--- src/rtl/spi_io_controller.sv ---
// rtl/spi_io_controller.sv - byte-wide SPI master (mode 0, MSB first) behind a mapped-IO write port
// Optional feature: define SPI_LOOPBACK_EN to receive from mosi_o instead of miso_i.
module spi_io_controller #(
  parameter int CLK_DIV    = 4,
  parameter int DATA_WIDTH = 8
) (
  input  logic       clk_i,
  input  logic       reset_i,
  input  logic       io_wr_i,
  input  logic [7:0] io_addr_i,
  input  logic [7:0] data_i,
  input  logic       miso_i,
  output logic       spi_clk_o,
  output logic       mosi_o,
  output logic [2:0] spi_addr_o,
  output logic [7:0] rd_data_o,
  output logic       busy_o,
  output logic       done_o,
  output logic       overrun_o
);

  localparam logic [7:0] DIV_LAST    = 8'(CLK_DIV - 1);
  localparam logic [2:0] BIT_LAST    = 3'(DATA_WIDTH - 1);
  localparam logic [7:0] ADDR_TXDATA = 8'h00;
  localparam logic [7:0] ADDR_SELECT = 8'h01;
  localparam logic [7:0] ADDR_CLEAR  = 8'h02;

  typedef enum logic [1:0] {IDLE, LOW, HIGH, DONE} state_t;

  state_t     state_q, state_d;
  logic [7:0] div_q;
  logic [2:0] bit_q;
  logic [7:0] tx_q;
  logic [7:0] rx_q;
  logic [7:0] rd_q;
  logic       mosi_q;
  logic [2:0] addr_q;
  logic       ovr_q;

  logic tx_wr, sel_wr, clr_wr;
  logic div_last, can_start, start, busy, rx_bit;

  assign tx_wr     = !io_wr_i && (io_addr_i == ADDR_TXDATA);
  assign sel_wr    = !io_wr_i && (io_addr_i == ADDR_SELECT);
  assign clr_wr    = !io_wr_i && (io_addr_i == ADDR_CLEAR);
  assign div_last  = (div_q == DIV_LAST);
  assign can_start = (state_q == IDLE) || (state_q == DONE);
  assign start     = tx_wr && can_start;

`ifdef SPI_LOOPBACK_EN
  logic unused_miso;
  assign unused_miso = miso_i;
  assign rx_bit      = mosi_q;
`else
  assign rx_bit      = miso_i;
`endif

  always_ff @(posedge clk_i) begin
    if (!reset_i) begin
      state_q <= IDLE;
    end else begin
      state_q <= state_d;
    end
  end

  always_comb begin
    state_d = state_q;
    case (state_q)
      IDLE:    if (start) state_d = LOW;
      LOW:     if (div_last) state_d = HIGH;
      HIGH:    if (div_last) state_d = (bit_q == BIT_LAST) ? DONE : LOW;
      DONE:    state_d = start ? LOW : IDLE;
      default: state_d = IDLE;
    endcase
  end

  always_comb begin
    spi_clk_o = 1'b0;
    busy      = 1'b0;
    done_o    = 1'b0;
    case (state_q)
      LOW:     busy = 1'b1;
      HIGH:    begin
        busy      = 1'b1;
        spi_clk_o = 1'b1;
      end
      DONE:    done_o = 1'b1;
      default: ;
    endcase
  end

  // Shift datapath: sample on the LOW->HIGH edge, advance mosi on HIGH->LOW.
  always_ff @(posedge clk_i) begin
    if (!reset_i) begin
      div_q  <= '0;
      bit_q  <= '0;
      tx_q   <= '0;
      rx_q   <= '0;
      rd_q   <= '0;
      mosi_q <= 1'b0;
      addr_q <= '0;
      ovr_q  <= 1'b0;
    end else begin
      if (start) begin
        tx_q   <= data_i;
        mosi_q <= data_i[7];
        bit_q  <= '0;
        div_q  <= '0;
      end else if (busy) begin
        div_q <= div_last ? 8'd0 : div_q + 8'd1;
        if (state_q == LOW && div_last) begin
          rx_q <= {rx_q[6:0], rx_bit};
        end
        if (state_q == HIGH && div_last) begin
          if (bit_q == BIT_LAST) begin
            rd_q <= rx_q;
          end else begin
            tx_q   <= {tx_q[6:0], 1'b0};
            mosi_q <= tx_q[6];
            bit_q  <= bit_q + 3'd1;
          end
        end
      end

      // Device select is frozen while a byte is on the wire.
      if (sel_wr && !busy) begin
        addr_q <= data_i[2:0];
      end

      if (tx_wr && busy) begin
        ovr_q <= 1'b1;
      end else if (clr_wr) begin
        ovr_q <= 1'b0;
      end
    end
  end

  assign mosi_o     = mosi_q;
  assign spi_addr_o = addr_q;
  assign rd_data_o  = rd_q;
  assign busy_o     = busy;
  assign overrun_o  = ovr_q;

endmodule

--- config.mk ---
export PLATFORM = sky130hd
export DESIGN_NAME = spi_io_controller
export DESIGN_NICKNAME = d
export VERILOG_FILES = /design/src/rtl/spi_io_controller.sv
export SDC_FILE = /design/constraint.sdc
export NUM_CORES = 1
export LEC_CHECK = 0
export CORE_MARGIN = 5
export CORE_UTILIZATION = 54
export DETAILED_ROUTE_END_ITERATION = 16
export HOLD_SLACK_MARGIN = 0.1
export PLACE_DENSITY = 0.83
export SLEW_MARGIN = 10
export SYNTH_ARGS = -nofsm -noshare
export SYNTH_HDL_FRONTEND = slang
export SYNTH_SLANG_ARGS = --single-unit
--- constraint.sdc ---
create_clock -name clk_i -period 3.24 [get_ports clk_i]
set_input_delay 0.81 -clock clk_i [delete_from_list [all_inputs] [get_ports clk_i]]
set_output_delay 0.81 -clock clk_i [all_outputs]
set_load 0.005 [all_outputs]
# == After elaboration in Yosys (flattened, before gate mapping) ==
# Cells that the tools add are included.
# classes
addsub,2
n_eq_ne,11
n_mux,20
bitwise_logic,3
reduce_logical,23
# ops
operator,n
7-bit 2-to-1 mux,4
"8-bit by 2-bit equality test with 1-bit output, second input constant",2
3-bit AND reduction,4
1-bit 2-to-1 mux,10
"8-bit by 1-bit adder with 8-bit output, second input constant",1
"8-bit by 1-bit equality test with 1-bit output, second input constant",1
1-bit logical AND,8
8-bit zero test,1
2-bit 2-to-1 mux,4
8-bit 2-to-1 mux,1
"2-bit != test, second input constant",4
2-bit one-hot mux with 4 select lines,1
2-bit nonzero test,3
"2-bit equality test, second input constant",2
4-bit AND reduction,1
2-bit OR reduction,2
"3-bit by 1-bit adder with 3-bit output, second input constant",1
"3-bit equality test, second input constant",1
1-bit inverter,3
"2-bit by 1-bit equality test with 1-bit output, second input constant",1
1-bit zero test,2
2-bit zero test,1
1-bit logical OR,1
# word_totals
regBits,41
input_bits,20
out_inout_bits,16
elab_cells,68

# == Depth between registers and ports, before layout ==
# Gate-level depths: netlist of run 1.
# logic_depth
word_depth,5
depth_mapped,8
depth_no_buf,6

# == Worst setup path before layout of run 1 ==
# OpenSTA, ideal clock, no wires.
# synth_path
path_type,input -> register
from,in io_addr_i[3]
to,reg state_q[1]
setup_time_ns,0.092
arrival_time_ns,2.090
required_ns,3.148
path_slack_ns,1.058
cell_stages,4
path_buffers,0
cell_sequence,or4_4 -> o31a_1 -> or2_1 -> o32ai_1
# synth_between
elab_chain_len,5
# synth_rtl
element,line,source
start: declaration,10,"input logic [7:0] io_addr_i,"
8-bit zero test,43,assign tx_wr = !io_wr_i && (io_addr_i == ADDR_TXDATA);
1-bit logical AND,43,
1-bit logical AND,48,assign start = tx_wr && can_start;
2-bit != test (no source line),--,
3-bit AND reduction (no source line),--,
end signal: assignment,62,state_q <= state_d;
end: declaration,30,"state_t state_q, state_d;"
# Every way passes these cells.
# A chain may end at the register's enable or synchronous reset.

# == Worst setup path in the final report of run 1 ==
# layout_path
from,reg state_q[0]
to,out busy_o
# layout_between
elab_chain_len,3
word_cells_on_any_way,4
classes_between,2 x eq/ne; 1 x mux; 1 x reduce/logical
# layout_rtl
element,line,source
2-bit by 1-bit equality test with 1-bit output or 2-bit equality test (tied branches),81,case (state_q)
2-bit OR reduction (no source line) (*),--,
1-bit 2-to-1 mux (*),81,
end: declaration,17,"output logic busy_o,"
# Mark *: on every way between the ends. The rest lies on a longest branch, timed or not.

==> results of run 1 <==
## kinds of logic after synthesis
group / count (synthesis) / synth area share, %
simple gates: 67 / 19.3
flops: 41 / 45.3
mux: 29 / 16.0
compound gates: 28 / 8.78
buf+inv: 10 / 2.14
fa+ha+maj: 8 / 5.53
xor+xnor: 6 / 2.90
## worst max-delay path, delay by kind of cell, from the launching register on
kind                     cells  cell delay [ps]
flip-flops                   1              430
buffers and inverters        2              690
adder cells (fa/ha/maj)      1              530
## layer usage
metal	track usage, %	vias to the layer above	share of wire, %
met3	7.72	6	6.7
met2	27.8	32	46
met5	0	-	0
li1	-	745	-
met4	6.45	0	1.3
met1	20.5	672	46
## power by group through the flow
stage	Combinational [uW]	Clock, uW	Sequential, uW
after floorplan	44.7	0	524
after global placement	83.2	0	526
after detailed placement	84.3	0	526
after CTS	84.6	321	514
after global routing	94.3	345	516
final	84.7	316	515
## final cells by class
| cell class | count | area [sq um] | area share [%] |
|---|---|---|---|
| flip-flops and latches | 41 | 821 | 35.9 |
| multi-input cells | 138 | 951 | 41.6 |
| repair buffers | 38 | 373 | 16.3 |
| clock buffers | 5 | 37.5 | 1.64 |
| clock inverters | 2 | 35.0 | 1.53 |
| inverters | 3 | 11.3 | 0.493 |
| well taps | 46 | 57.6 | 2.52 |
## Yosys cell counts (all sizes together)
master	number	area share, %
inv	3	0.62
nand2b	1	0.35
xnor2	2	0.97
o21ai	8	2.2
o32ai	1	0.48
and3	2	0.69
xor2	4	1.9
nand2	7	1.5
o22ai	1	0.35
or2	1	0.35
dfxtp	41	45
a21oi	13	3.6
a211oi	4	1.7
nor4b	3	2.6
ha	8	5.5
buf	1	0.28
nand3	6	1.7
nor4	2	0.69
or4	2	1.0
o31a	1	0.48
mux2i	29	16
nor3	1	0.28
nand4b	1	0.48
nor2	35	7.3
nand4	6	2.4
clkbuf	6	1.2
## state kept, by name, indices dropped and copies added (netlist names)
| register | flops |
|---|---|
| state_q | 2 |
| spi_addr_o | 3 |
| mosi_o | 1 |
| div_q | 8 |
| rx_q | 8 |
| tx_q | 7 |
| bit_q | 3 |
| rd_data_o | 8 |
| overrun_o | 1 |
## worst max path at each step
stage                       from         end  slack [ps]  depth (start not counted)
global route          state_q[0]      busy_o         300                          3
global placement    io_addr_i[3]  state_q[1]         590                          5
CTS                   state_q[0]      busy_o         430                          3
floorplan           io_addr_i[3]  state_q[1]        1060                          4
detailed placement  io_addr_i[3]  state_q[1]         560                          5
finish                state_q[0]      busy_o         430                          3
## through the flow
| stage | total power, uW | hold slack (ps) | instance area, sq um | utilization [%] |
|---|---|---|---|---|
| CTS | 920 | 485 | 2290 | 69.6 |
| detailed placement | 610 | 468 | 2210 | 67.4 |
| finish | 915 | 486 | 2290 | 69.6 |
| floorplan | 569 | 447 | 1810 | - |
| global placement | 609 | 459 | 2210 | 67.4 |
| global route | 955 | 522 | 2290 | 69.6 |
==> impl_metrics.toml, run 1 <==
[cells_and_area]
final_cell_mix = "dfxtp_1 (41), nor2_1 (35), clkdlybuf4s50_1 (35)"
fin_cells = 273
nets = 255
drive_gt1_share_pct = 6.17
layout_commonest_cell = "dfxtp_1"
syn_to_final_growth_pct = 26.3
diodes = 0
fillCellCount = 272

[cts]
clockBufferDepth = 2
cts.sinks = 41
cts_root_buf = "clkbuf_4"
cts_resized = 0
cts_htree_levels = 2
postCtsSetupBuffers = 0
ctsHoldBuffers = 0
clk_pin_slew_worst_paths_ps = 120
cts_made_buffers = 5
cts_tree = "done"
insertion_delay_ps = 340

[worst_setup_path]
reg2reg_from = "state_q[0]"
r2r_cells = 6
cp_cell_sequence = "inv_1 -> ha_1 -> clkdlybuf4s50_1"
slowest_delay_ps = 580
r2r-end = "rx_q[3]"
cp.arrival_ps = 2000
r2r_slack_ps = 810
crit_path_end_kind = "primary output"
start_kind = "flip-flop"
critical_path.max_fanout = 12
worstSetupPathType = "flip-flop to primary output"
crit_slowest_cell = "clkdlybuf4s50_1"
required_ps = 2430

[synth]
synth_cell_types = 30
synth_area_sq_um = 1810
synth.net_count = 217
synthCells = 189
synth.avg_cell_area_sq_um = 9.58
ys_warn_count = 0
ys_ff_latch = 41
ys_seq_area_share_pct = 45.3

[timing]
worstMarginPinSlew_ps = 628
setup_ws_ps = 430
fin_setup_tns_ps = 0
skew_ps = 8.13
setup_violations = 0
hold_violations = 0
slew_viol_final = 0
fin_crit_sh_pct = 86.7
finalCriticalPeriod_ps = 2810
maxSlewHeadroom_pct = 58.1
fmax_mhz = 356
rsz0062_at_grt = "no"

[detailed_routing]
wire_per_inst_um = 13.2
drtIter0Drc = 71
vias = 1455
wl_um = 3600
drt.antenna.violating_nets = 0
vias_per_cell = 5.33
drc_errors = 0
drt-pass1-iter-count = 4

[status]
status = "completed"

[global_route]
overflow = 0
antenna_found_initial = 0
grt_pass1_vias = 1339
gr-usage-all-layers_pct = 17.4
grt_pass1_wl_um = 5930
grt_max_degree = 22

[place]
placed_cells = 266
pre_cts_slack_ps = 559
io_buffers = 35
globalplace.congestion = 0.751
dpl.hpwl_um = 2660

[die]
die_h_um = 67.9
core_sq_um = 3280
io-pin-count = 36
die_x_um = 67.9
die_area_sq_um = 4610
initial_core_util_pct = 55.1
rows = 21

[power_and_ir_drop]
power.density_nw_per_um2 = 400
pwr-share-seq_pct = 56.2
power_frac_clock_pct = 34.5
comb_power_share_pct = 9.3
peakVddDrop_mv = 0.255
p_sw_share_pct = 22.5
p_int_uw = 710
power_leakage_uw = 0.00103
p_switching_uw = 205

[hold_path]
holdPathStages = 2
min_from = "tx_q[0]"
hold_path_class = "flip-flop to flip-flop"
min_to = "tx_q[0]"

[run]
maxCapViolCount = 0
Power figures use the tool's default switching activity.
==> inputs of run 2 (changes only) <==
- CORE_UTILIZATION: 54 -> 46
- PLACE_DENSITY: 0.83 -> 0.75
- clock period: 3.24 -> 2.45 ns (I/O delays scaled with it)
==> run 2 against run 1 <==
Net effect:
- clock power up 36%
- clock skew about the same
- core utilization down 6.6 points
- final cell count up 3.3%
- design area up 3.2%
- largest power group unchanged
==> impl_metrics.toml, run 2 (synthesized netlist as in run 1, its figures left out) <==
[worst_setup_path]
crit_slowest_cell = "clkdlybuf4s50_1"
cp.arrival_ps = 1700
slowest_delay_ps = 520
required_ps = 1840
critical_path.max_fanout = 5
worstSetupPathType = "flip-flop to primary output"
cp_num_buf_inv = 2
critPathTopFamily = "buffers and inverters"
start_kind = "flip-flop"
cp_cell_sequence = "inv_1 -> ha_2 -> clkdlybuf4s50_1"
crit_path_end_kind = "primary output"

[die]
die_h_um = 72.7
initial_core_util_pct = 48.4
rows = 22
core_sq_um = 3740
io-pin-count = 36
die_x_um = 72.7
die_area_sq_um = 5290

[global_route]
overflow = 0
grt_pass1_wl_um = 6490
antenna_found_initial = 0
grt_max_degree = 22
grt_pass1_vias = 1402
gr-usage-all-layers_pct = 15.6

[cts]
cts.sinks = 41
clk_pin_slew_worst_paths_ps = 70
clockBufferDepth = 2
cts_root_buf = "clkbuf_8"
insertion_delay_ps = 290
cts_htree_levels = 2
cts_tree = "done"
ctsHoldBuffers = 0
cts_made_buffers = 5

[timing]
hold_violations = 0
worstMarginPinSlew_ps = 459
skew_ps = 7.80
slew_viol_final = 0
fmax_mhz = 433
rsz0062_at_grt = "no"
maxSlewHeadroom_pct = 69.2
finalCriticalPeriod_ps = 2310
fin_crit_sh_pct = 94.3
setup_violations = 0

[power_and_ir_drop]
peakVddDrop_mv = 0.399
total_power_uw = 1230
power.density_nw_per_um2 = 521
power_leakage_uw = 0.00106

[detailed_routing]
vias = 1494
wl_um = 3660
drt-pass1-iter-count = 4
drt.antenna.violating_nets = 0
wl_met2_um = 1680
vias_per_cell = 5.30
drc_errors = 0
wl_met3_um = 217
wire_per_inst_um = 13.0
top_layer = "met4"
drt-met1-wl_um = 1720
drtIter0Drc = 103

[cells_and_area]
diodes = 0
nets = 262
drive_gt1_share_pct = 9.40
fillCellCount = 335
final_cell_mix = "dfxtp_1 (40), nor2_1 (35), clkdlybuf4s50_1 (35)"
syn_to_final_growth_pct = 30.3
layout_commonest_cell = "dfxtp_1"
stdcell_area_sq_um = 2360
fin_cells = 282
fin_util_pct = 63.0

[place]
globalplace.congestion = 0.866
dpl.hpwl_um = 2740
io_buffers = 35
placed_cells = 275
placed_cell_area_sq_um = 2270

[status]
status = "completed"

[hold_path]
hold_path_class = "flip-flop to flip-flop"

[run]
maxCapViolCount = 0
[run 2: cell types whose count changed in the layout (fill, tap and decap cells not counted), sizes merged]
cell / before / now
clkbuf: 5 / 7
clkinv: 1 / 0
bufinv: 1 / 0
buf: 3 / 10
[run 2: path summary, 6_finish.rpt]
path	end	slack [ps]	cells past startpoint	from
min	tx_q[0]	470	2	tx_q[0]
max	busy_o	140	3	state_q[0]
max reg2reg	tx_q[3]	420	7	state_q[0]
min reg2reg	tx_q[0]	470	2	tx_q[0]
[run 2: report_power, final]
part | switching (uW) | total, uW | internal (uW)
Sequential | 8.02 | 680 | 672
Combinational | 55.4 | 120 | 64.7
Clock | 206 | 429 | 223
[run 2: cell type report]
type	count	area, sq um	share of cell area, %
multi-input combinational	138	953	40.4
sequential	41	822	34.9
timing repair buffer	45	425	18.0
clock buffer	7	86.3	3.66
tap	48	60.1	2.55
inverter	3	11.3	0.477
[run 2: through the flow]
step	hold WS, ps	setup slack [ps]	TNS, ps
after global placement	462	-9.89	-9.89
after floorplan	447	466	0
after detailed placement	468	-37.3	-37.3
after global routing	511	31.7	0
final	473	140	0
after CTS	478	76.3	0
[run 2: repair_timing]
item	in CTS	in global routing
resized for setup	0	2
buffers inserted	0	0
setup endpoints to repair	0	1
[run 2: worst reg2reg max path, delay by kind of cell (launching register included)]
| family | cells | cell delay [ps] |
|---|---|---|
| flops | 1 | 400 |
| buf+inv | 2 | 340 |
| compound gates | 1 | 80 |
| mux | 1 | 160 |
| simple gates | 2 | 570 |
| fa+ha+maj | 1 | 390 |
[run 2: metal layers]
| metal | up-vias | track usage (%) |
|---|---|---|
| li1 | 762 | - |
| met1 | 691 | 21.6 |
| met2 | 39 | 23.4 |
| met3 | 2 | 5.10 |
| met4 | 0 | 3.69 |
| met5 | - | 0 |
